==> src/rtl/seq1011_pkg.sv <==
// Shared constants for the 1011 frame transmitter: state encoding,
// preamble pattern and a small sizing helper.
package seq1011_pkg;

  typedef logic [1:0] state_t;

  localparam state_t ST_IDLE = 2'd0;
  localparam state_t ST_PRE  = 2'd1;
  localparam state_t ST_DATA = 2'd2;
  localparam state_t ST_GAP  = 2'd3;

  localparam logic [3:0] PREAMBLE = 4'b1011;
  localparam int         PRE_LEN  = 4;

  function automatic int max3(input int a, input int b, input int c);
    int m;
    m = (a > b) ? a : b;
    return (m > c) ? m : c;
  endfunction

endpackage

==> src/rtl/seq1011_tx_piso_shift.sv <==
// Parallel-load, serial-out shift register (MSB first, zero fill).
// Exposes the MSB it will hold after the current edge so the caller can register it.
module piso_shift
  import seq1011_pkg::*;
#(
  parameter int WIDTH = 8
) (
  input  logic             clk,
  input  logic             rst_i,
  input  logic             load_i,
  input  logic             shift_i,
  input  logic [WIDTH-1:0] data_i,
  output logic             sdo_d_o
);

  logic [WIDTH-1:0] sr_q, sr_d;

  always_comb begin
    sr_d = sr_q;
    if (load_i) begin
      sr_d = data_i;
    end else if (shift_i) begin
      sr_d = sr_q << 1;
    end
  end

  always_ff @(posedge clk) begin
    if (rst_i) begin
      sr_q <= '0;
    end else begin
      sr_q <= sr_d;
    end
  end

  assign sdo_d_o = sr_d[WIDTH-1];

endmodule

==> src/rtl/seq1011_tx.sv <==
// Serial frame transmitter: preamble 1011, data word MSB-first, then GAP zeros.
// x is registered from next-state values so it changes only on the clock edge.
module seq1011_tx
  import seq1011_pkg::*;
#(
  parameter int WIDTH = 8,
  parameter int GAP   = 2
) (
  input  logic             clk,
  input  logic             reset,
  input  logic [WIDTH-1:0] data_in,
  input  logic             valid,
  output logic             ready,
  output logic             x,
  output logic             busy,
  output logic             done
);

  localparam int CW = $clog2(max3(WIDTH, GAP, PRE_LEN));

  state_t        state_q, state_d;
  logic [CW-1:0] cnt_q, cnt_d;
  logic          x_q, x_d;
  logic          load, shift, sdo_d;

  piso_shift #(.WIDTH(WIDTH)) u_piso (
    .clk     (clk),
    .rst_i   (reset),
    .load_i  (load),
    .shift_i (shift),
    .data_i  (data_in),
    .sdo_d_o (sdo_d)
  );

  always_comb begin
    state_d = state_q;
    cnt_d   = cnt_q;
    load    = 1'b0;
    shift   = 1'b0;
    case (state_q)
      ST_IDLE: begin
        if (valid) begin
          state_d = ST_PRE;
          cnt_d   = CW'(PRE_LEN - 1);
          load    = 1'b1;
        end
      end
      ST_PRE: begin
        if (cnt_q == '0) begin
          state_d = ST_DATA;
          cnt_d   = CW'(WIDTH - 1);
        end else begin
          cnt_d = cnt_q - 1'b1;
        end
      end
      ST_DATA: begin
        shift = 1'b1;
        if (cnt_q == '0) begin
          state_d = ST_GAP;
          cnt_d   = CW'(GAP - 1);
        end else begin
          cnt_d = cnt_q - 1'b1;
        end
      end
      ST_GAP: begin
        if (cnt_q == '0) begin
          state_d = ST_IDLE;
        end else begin
          cnt_d = cnt_q - 1'b1;
        end
      end
      default: begin
        state_d = ST_IDLE;
        cnt_d   = '0;
      end
    endcase
  end

  // Output bit for the upcoming cycle, decoded from the values about to be stored.
  always_comb begin
    case (state_d)
      ST_PRE:  x_d = PREAMBLE[cnt_d[1:0]];
      ST_DATA: x_d = sdo_d;
      default: x_d = 1'b0;
    endcase
  end

  always_ff @(posedge clk) begin
    if (reset) begin
      state_q <= ST_IDLE;
      cnt_q   <= '0;
      x_q     <= 1'b0;
    end else begin
      state_q <= state_d;
      cnt_q   <= cnt_d;
      x_q     <= x_d;
    end
  end

  assign x     = x_q;
  assign ready = (state_q == ST_IDLE);
  assign busy  = (state_q != ST_IDLE);
  assign done  = (state_q == ST_GAP) && (cnt_q == CW'(GAP - 1));

endmodule

==> config.mk <==
export PLATFORM = sky130hd
export DESIGN_NAME = seq1011_tx
export DESIGN_NICKNAME = d
export VERILOG_FILES = /design/src/rtl/seq1011_pkg.sv /design/src/rtl/seq1011_tx_piso_shift.sv /design/src/rtl/seq1011_tx.sv
export SDC_FILE = /design/constraint.sdc
export NUM_CORES = 1
export LEC_CHECK = 0
export BUFFER_PORTS_ARGS = -buffer_cell sky130_fd_sc_hd__buf_2
export CAP_MARGIN = 20
export CORE_UTILIZATION = 55
export CTS_BUF_LIST = sky130_fd_sc_hd__clkbuf_4
export DETAILED_ROUTE_END_ITERATION = 6
export PLACE_DENSITY = 0.79
export SYNTH_ARGS = -nofsm -noshare
export SYNTH_HDL_FRONTEND = slang
export SYNTH_SLANG_ARGS = --single-unit
==> constraint.sdc <==
create_clock -name clk -period 5.89 [get_ports clk]
set_input_delay 0.2945 -clock clk [delete_from_list [all_inputs] [get_ports clk]]
set_output_delay 0.2945 -clock clk [all_outputs]
set_load 0.01 [all_outputs]
After elaboration in Yosys (flattened, before gate mapping)
Index checks and enable logic that the tools add are counted.
{"block": "op_classes", "add_sub_neg": 1, "n_mul": 0, "div_mod_pow": 0, "order_cmp": 1, "eq_ne": 8, "shifts": 0, "n_mux": 18, "n_bitwise": 0, "reduce_logical": 6}
{"operator": "two-way mux 8 bit", "n": 2}
{"operator": "two-way mux 3 bit", "n": 4}
{"operator": "one-hot mux 3 bit (4 select lines)", "n": 1}
{"operator": "two-way mux 2 bit", "n": 4}
{"operator": "one-hot mux 2 bit (4 select lines)", "n": 1}
{"operator": "== test 2 bit (second input constant)", "n": 3}
{"operator": "== test 2 x 1 -> 1 bit (second input constant)", "n": 2}
{"operator": "two-way mux 1 bit", "n": 4}
{"operator": "inequality test 2 bit (second input constant)", "n": 2}
{"operator": "nonzero test 2 bit", "n": 2}
{"operator": "== test 3 x 1 -> 1 bit (second input constant)", "n": 1}
{"operator": "zero test 3 bit", "n": 1}
{"operator": "less-than comparator 2 x 3 -> 1 bit (second input constant)", "n": 1}
{"operator": "subtractor 3 x 1 -> 3 bit (second input constant)", "n": 1}
{"operator": "binary-select mux 1 bit (select 2 bit)", "n": 1}
{"operator": "zero test 2 bit", "n": 1}
{"operator": "one-hot mux 1 bit (2 select lines)", "n": 1}
{"operator": "AND reduction 2 bit", "n": 1}
{"operator": "logical AND 1 bit", "n": 1}
{"block": "totals", "regBits": 14, "latchBits": 0, "ramBits": 0, "mem_bits_ro": 0, "in_bits": 11, "out_inout_bits": 4, "wordCells": 40, "n_memories": 0}

Depth between registers and ports, before layout
Gate-level depths: netlist (run 1).
{"block": "depth", "depth_word": 6, "mapped_depth": 11, "mapped_depth_nobuf": 11}

Modules after synthesis
A second synthesis (run 1) with hierarchy kept.
{"block": "unflattened", "cells_unflattened": 90, "hier_area_um2": 798.3}
{"module": "seq1011_tx", "n_inst": 1, "cells_each": 53, "area_per_inst_um2": 425.4, "seq_area_each_um2": 120.1}
{"module": "piso_shift", "n_inst": 1, "cells_each": 37, "area_per_inst_um2": 372.9, "seq_area_each_um2": 160.2}

Worst setup path before layout (run 1)
Ideal clock, no wire load.
{"block": "synth_timing", "path_kind": "register to register", "start": "reg cnt_q[0]", "end": "reg x_q, in the netlist x", "setup_time_ns": 0.059, "t_arrival_ns": 2.079, "required_ns": 5.831, "slack_ns": 3.752, "stages_incl_launch_ff": 12, "synth_period_minus_slack_ns": 2.138, "cell_sequence": "dfxtp_1 > inv_1 > ha_1 > nor2b_1 > or3_1 > o21ai_1 > inv_1 > ha_1 > nor2_1 > nand2_1 > o32ai_1 > a31o_1"}
{"block": "synth_between", "elab_cells_between_ends": 16, "cone_classes": "add/sub: 1; eq/ne: 2; mux: 12; reduce/logical: 1"}
{"item": "from (decl)", "line": "seq1011_tx.sv:22", "source": "logic [CW-1:0] cnt_q, cnt_d;"}
{"item": "from (signal assigned)", "line": "seq1011_tx.sv:95", "source": "cnt_q <= cnt_d;"}
{"item": "zero test 3 bit *", "line": "seq1011_tx.sv:49, seq1011_tx.sv:58, seq1011_tx.sv:66"}
{"item": "two-way mux 2 bit, on equally long branches", "line": "seq1011_tx.sv:66, seq1011_tx.sv:49, seq1011_tx.sv:58"}
{"item": "one-hot mux 2 bit (4 select lines) *", "line": "seq1011_tx.sv:40", "source": "case (state_q)"}
{"item": "named net state_d[0]", "line": "seq1011_tx.sv:21", "source": "state_t state_q, state_d;"}
{"item": "== test 2 bit or == test 2 x 1 -> 1 bit (tied branches)", "line": "seq1011_tx.sv:81", "source": "case (state_d)"}
{"item": "one-hot mux 1 bit (2 select lines) *", "line": "seq1011_tx.sv:81"}
{"item": "to (signal assigned)", "line": "seq1011_tx.sv:92", "source": "x_q <= 1'b0;"}
{"item": "to (signal assigned)", "line": "seq1011_tx.sv:96", "source": "x_q <= x_d;"}
{"item": "to (decl)", "line": "seq1011_tx.sv:23", "source": "logic x_q, x_d;"}
Mark *: on every way through the listed nets, which the timed path passes. The rest lies on a longest branch. The select of a mux whose other input is x is not followed.
A chain may end at the register's enable or synchronous reset.

Worst setup path after layout (run 1)
Ends and elaborated chain as after synthesis.

==> flow_summary.toml, run 1 <==
[clocking]
post_cts_resized = 0
clk_pin_slew_ps = 80
cts_tree = "done"
clock-sinks = 14
clk_latency_ps = 280
cts_setup_buffers = 0
cts_root_buf = "clkbuf_4"
clk_path_buf_depth = 2
cts_hold_buf = 0
htree_levels = 1
numCtsBuffers = 3

[sta]
fin_hold_ws_ps = 273
fin_crit_ps = 2350
finalSetupViolCount = 0
slew_violations = 0
fmax_ghz = 0.425
max_slew_margin_pct = 61.1
tightest_slew_ps = 583
skew_ps = 5.24
rsz0062_at_grt = "no"
tns_ps = 0
finalCritPeriodShare_pct = 39.9
finalHoldViolations = 0

[layout]
drive_above_1_share_pct = 15.4
antennaDiodeCount = 0
final_nets = 136
fill_cells = 131
area_delta_synth_final_pct = 9.01

[die]
die_height_um = 40.6
initial_core_util_pct = 60.7
dieArea_um2 = 1650
std_cell_rows = 13
die_w_um = 40.6
coreArea_um2 = 1350
io_pins = 15

[detailed_routing]
post_drt_wl_per_cell_um = 13.2
first_pass_iters = 4
drt_iter0_drc = 13
wl_um = 1740
drtAntennaViolNets = 0
drc = 0
viasPerCell = 5.65
dr_total_vias = 746

[place]
dp_hpwl_um = 1250
place_congestion = 0.803
portBuffers = 14

[yosys]
syn-cell-area_um2 = 820
synth_edf_count = 0
avgSynthCellArea_um2 = 7.73
yosys-top-cells-area = "dfxtp_1, nor2_1, ha_1"
ys_types = 29
yosys_warnings = 0
seq_area_frac_synth_pct = 34.2
synth_common_cells = "nor2_1, dfxtp_1, inv_1"
synth_cells = 106
synthArstFlopShare_pct = 0
synth_flop_cell = "dfxtp_1"
syn_nets = 123
ys_ff_latch = 14
synth_most_common_cell = "nor2_1"
yosys.area.top_type = "dfxtp_1"
yosysTopAreaCellShare_pct = 34.2

[global_routing]
gr-total-overflow = 0
grt_pass1_wl_um = 2590
grt_max_degree = 19
grt_pass1_vias = 587
grt_antenna_before_repair = 0
track_usage_pct = 24.4

[worst_setup_path]
critPathRequiredTime_ps = 6110
worstReg2RegStart = "cnt_q[0]"
rrSetupSlack_ps = 3540
worstPathMaxFanout = 5
worstSetupStartpointType = "flip-flop"
cp-end-kind = "flip-flop"
crit_path_start = "cnt_q[0]"
r2r_cells = 11
worst_ep_arrival_time_ps = 2570
critPathKind = "flip-flop to flip-flop"

[outcome]
status = "complete, no violations"

[job]
drv_cap = 0

[worst_hold_path]
hp-start = "data_in[0]"
min_path_type = "input pin to flip-flop"
hold_path_depth = 3

[pwr]
power_density_nw_per_um2 = 566
vdd_drop_max_mv = 0.338
leakagePower_nw = 0.413
## path summary, 6_finish.rpt
| path | end |
|---|---|
| setup / recovery | x |
| hold / removal | u_piso.sr_q[0] |
| setup reg to reg | x |
| hold reg to reg | u_piso.sr_q[2] |
## cells in the final DEF (no fill, tap or decap), drive strengths merged, types with 2 or more instances in the layout
cell | netlist | routed
a21oi | 3 | 3
a2bb2oi | 4 | 4
a32oi | 2 | 2
buf | 5 | 14
clkbuf | 1 | 3
dfxtp | 14 | 14
ha | 6 | 6
inv | 10 | 10
nand2 | 3 | 3
nand2b | 4 | 4
nor2 | 26 | 26
nor2b | 2 | 2
nor3 | 8 | 8
o21ai | 4 | 4
o32ai | 2 | 2
or3 | 3 | 3
## critical path: stages (launching register included)
cell     delay (ps)
dfxtp_1         390
inv_1            80
ha_1            230
nor2b_1         180
or3_1           350
o21ai_1         140
inv_1            70
ha_1            270
nor2_1          170
nand2_1          70
o32ai_1         220
a31o_1          130
## where the power goes
part           internal, W  leakage (nW)  switching [W]
registers         0.000131         0.116      0.0000463
logic             0.000122         0.283       0.000153
clock network    0.0000237        0.0138      0.0000296
## logic make-up (layout without fill, tap and decap cells)
family | Yosys count | count (layout) | share of synthesized area, %
AOI/OAI and AO/OA | 20 | 20 | 18.6
buffers and inverters | 16 | 27 | 9.16
adders and majority gates | 6 | 6 | 9.16
xor gates and xnor gates | 1 | 1 | 1.07
and+or+nand+nor | 48 | 48 | 26.6
muxes | 1 | 1 | 1.22
DFF | 14 | 14 | 34.2
## metrics by stage
stage                     instances  setup WS [ps]  total power, W  utilization [%]  cell area, um^2
after CTS                       132           3550        0.000505             66.2              893
after floorplan                 106           3750        0.000394                -              820
after global routing            132           3260        0.000554             66.2              893
after global placement          129           3680        0.000437             64.5              871
after detailed placement        129           3570        0.000450             64.5              871
final                           132           3540        0.000506             66.2              893
## layout make-up
cell class,instances,area [um^2],share of cell area [%]
Multi-Input combinational cell,76,464,52.0
Sequential cell,14,280,31.4
Timing Repair Buffer,14,70.1,7.84
Inverter,10,37.5,4.20
Clock buffer,3,22.5,2.52
Tap cell,15,18.8,2.10
## layer usage
| layer | GRT usage [%] | up-vias | routed length (um) |
|---|---|---|---|
| li1 | - | 384 | - |
| met1 | 33.2 | 344 | 864 |
| met2 | 38.1 | 18 | 804 |
| met3 | 8.33 | 0 | 74 |
| met4 | 2.50 | 0 | 0 |
| met5 | 0 | - | 0 |
## registers in the layout, summed over array words and instances (netlist names)
name         cells
x                1
state_q          2
cnt_q            3
u_piso.sr_q      8
No activity file was read; power rests on OpenSTA's default activity.
==> run 2, diff against run 1 <==
clock period = 2.19 ns   (was 5.89 ns; I/O delays follow)
==> run 2 against run 1 <==
  * Clock skew is 0.53 ps lower
  * Global-route usage is 0.22 points lower
  * Die area stayed put
  * Sequential share of layout area is 2.7 points lower
  * Utilization is 6.9 points higher
  * Sequential power is 140% higher
  * Cell area is 10% higher
  * Flip-flop and latch count stayed put
  * Count of clock-buffer cells in the layout stayed put
  * Highest routed layer is now met4
==> flow_summary.toml, run 2 (synthesis gave the netlist of run 1 again) <==
[layout]
antennaDiodeCount = 0
instances_no_fill = 142
area_delta_synth_final_pct = 20.3
final_util_pct = 73.0
drive_above_1_share_pct = 26.8
top_register = "u_piso.sr_q"
largest_reg_flops = 8
biggestRegsByFlops = "u_piso.sr_q: 8 flops, cnt_q: 3 flops, state_q: 2 flops"
mostFrequentLayoutCells = "nor2_1, buf_2, dfxtp_1, inv_1, buf_4"
final_nets = 145
final_common_cell = "nor2_1"

[worst_hold_path]
min_path_type = "input pin to flip-flop"

[die]
initial_core_util_pct = 60.7
std_cell_rows = 13
io_pins = 15
die_height_um = 40.6
dieArea_um2 = 1650
coreArea_um2 = 1350
die_w_um = 40.6

[global_routing]
grt_pass1_wl_um = 2530
grt_max_degree = 15
gr-total-overflow = 0
grt_pass1_vias = 603
track_usage_pct = 24.1
grt_antenna_before_repair = 0

[pwr]
leakagePower_nw = 0.462
power_density_nw_per_um2 = 1580
total_power_w = 0.00156
vdd_drop_max_mv = 0.934

[sta]
finalCritPeriodShare_pct = 95.4
fin_crit_ps = 2090
skew_ps = 4.71
max_slew_margin_pct = 74.6
tightest_slew_ps = 380
fin_hold_ws_ps = 77.3
fmax_ghz = 0.479
tns_ps = 0
finalSetupViolCount = 0
rsz0062_at_grt = "no"
finalHoldViolations = 0
slew_violations = 0

[detailed_routing]
post_drt_wl_per_cell_um = 12.7
first_pass_iters = 4
drc = 0
viasPerCell = 5.49
drtAntennaViolNets = 0
drt_iter0_drc = 24
wl_um = 1810
dr_total_vias = 780

[place]
dp_hpwl_um = 1250
place_congestion = 0.811
dp.cells = 137
portBuffers = 14

[worst_setup_path]
cp-end-kind = "flip-flop"
worstPathMaxFanout = 4
critPathKind = "flip-flop to flip-flop"
worst_ep_arrival_time_ps = 2330
critPathRequiredTime_ps = 2430
worstSetupStartpointType = "flip-flop"

[clocking]
cts_root_buf = "clkbuf_4"
clk_pin_slew_ps = 80
clock-sinks = 14
clk_latency_ps = 290
htree_levels = 1
clk_path_buf_depth = 2
cts_tree = "done"
numCtsBuffers = 3

[outcome]
status = "complete, no violations"

[job]
drv_cap = 0
==> run 2: report_power, final <==
part	leakage, nW	total [W]	switching [W]	internal (W)
Clock	0.0154	0.000153	0.0000864	0.0000664
Sequential	0.116	0.000434	0.0000767	0.000357
Combinational	0.331	0.000974	0.000506	0.000468
==> run 2: routing by layer <==
layer	vias up	GRT usage, %	share of wire, %
met5	-	0	0
met4	0	15.0	2.3
met3	5	5.00	4.0
met2	20	36.5	43
met1	349	30.8	50
li1	406	-	-
==> run 2: path summary, 6_finish.rpt <==
check        cells after the start        endpoint  slack (ps)           start
max                             11               x         100        cnt_q[0]
min                              3  u_piso.sr_q[0]          80      data_in[0]
max reg2reg                     11               x         100        cnt_q[0]
min reg2reg                      2  u_piso.sr_q[1]         500  u_piso.sr_q[1]
==> run 2: what timing repair did <==
action,4_1_cts,5_1_grt
endpoints found under the setup margin,1,1
gates resized for setup,2,5
hold buffers,0,0
buffers inserted,1,0
pin swaps,1,2
==> run 2: final cells by class <==
class / count / area, um^2
multi-input combinational: 76 / 483
fill: 107 / 364
sequential: 14 / 283
timing repair buffer: 23 / 138
inverter: 10 / 37.5
clock buffer: 3 / 22.5
tap: 15 / 18.8
clock inverter: 1 / 3.75
==> run 2: worst max-delay path: stages, from the launching register on <==
cell and delay [ps]:
dfxtp_2 340, inv_1 50, ha_2 190, nor2b_2 170, or3_1 320, o21ai_2 80
inv_1 60, ha_1 290, nor2_2 150, nand2_1 80, o32ai_2 200, a31o_1 120
==> run 2: stage by stage <==
stage | worst slack, ps | area (um^2)
after global routing | 12.9 | 986
after CTS | 13.9 | 975
after global placement | 99.7 | 931
after detailed placement | -45.8 | 931
after floorplan | 51.7 | 820
final | 101 | 986
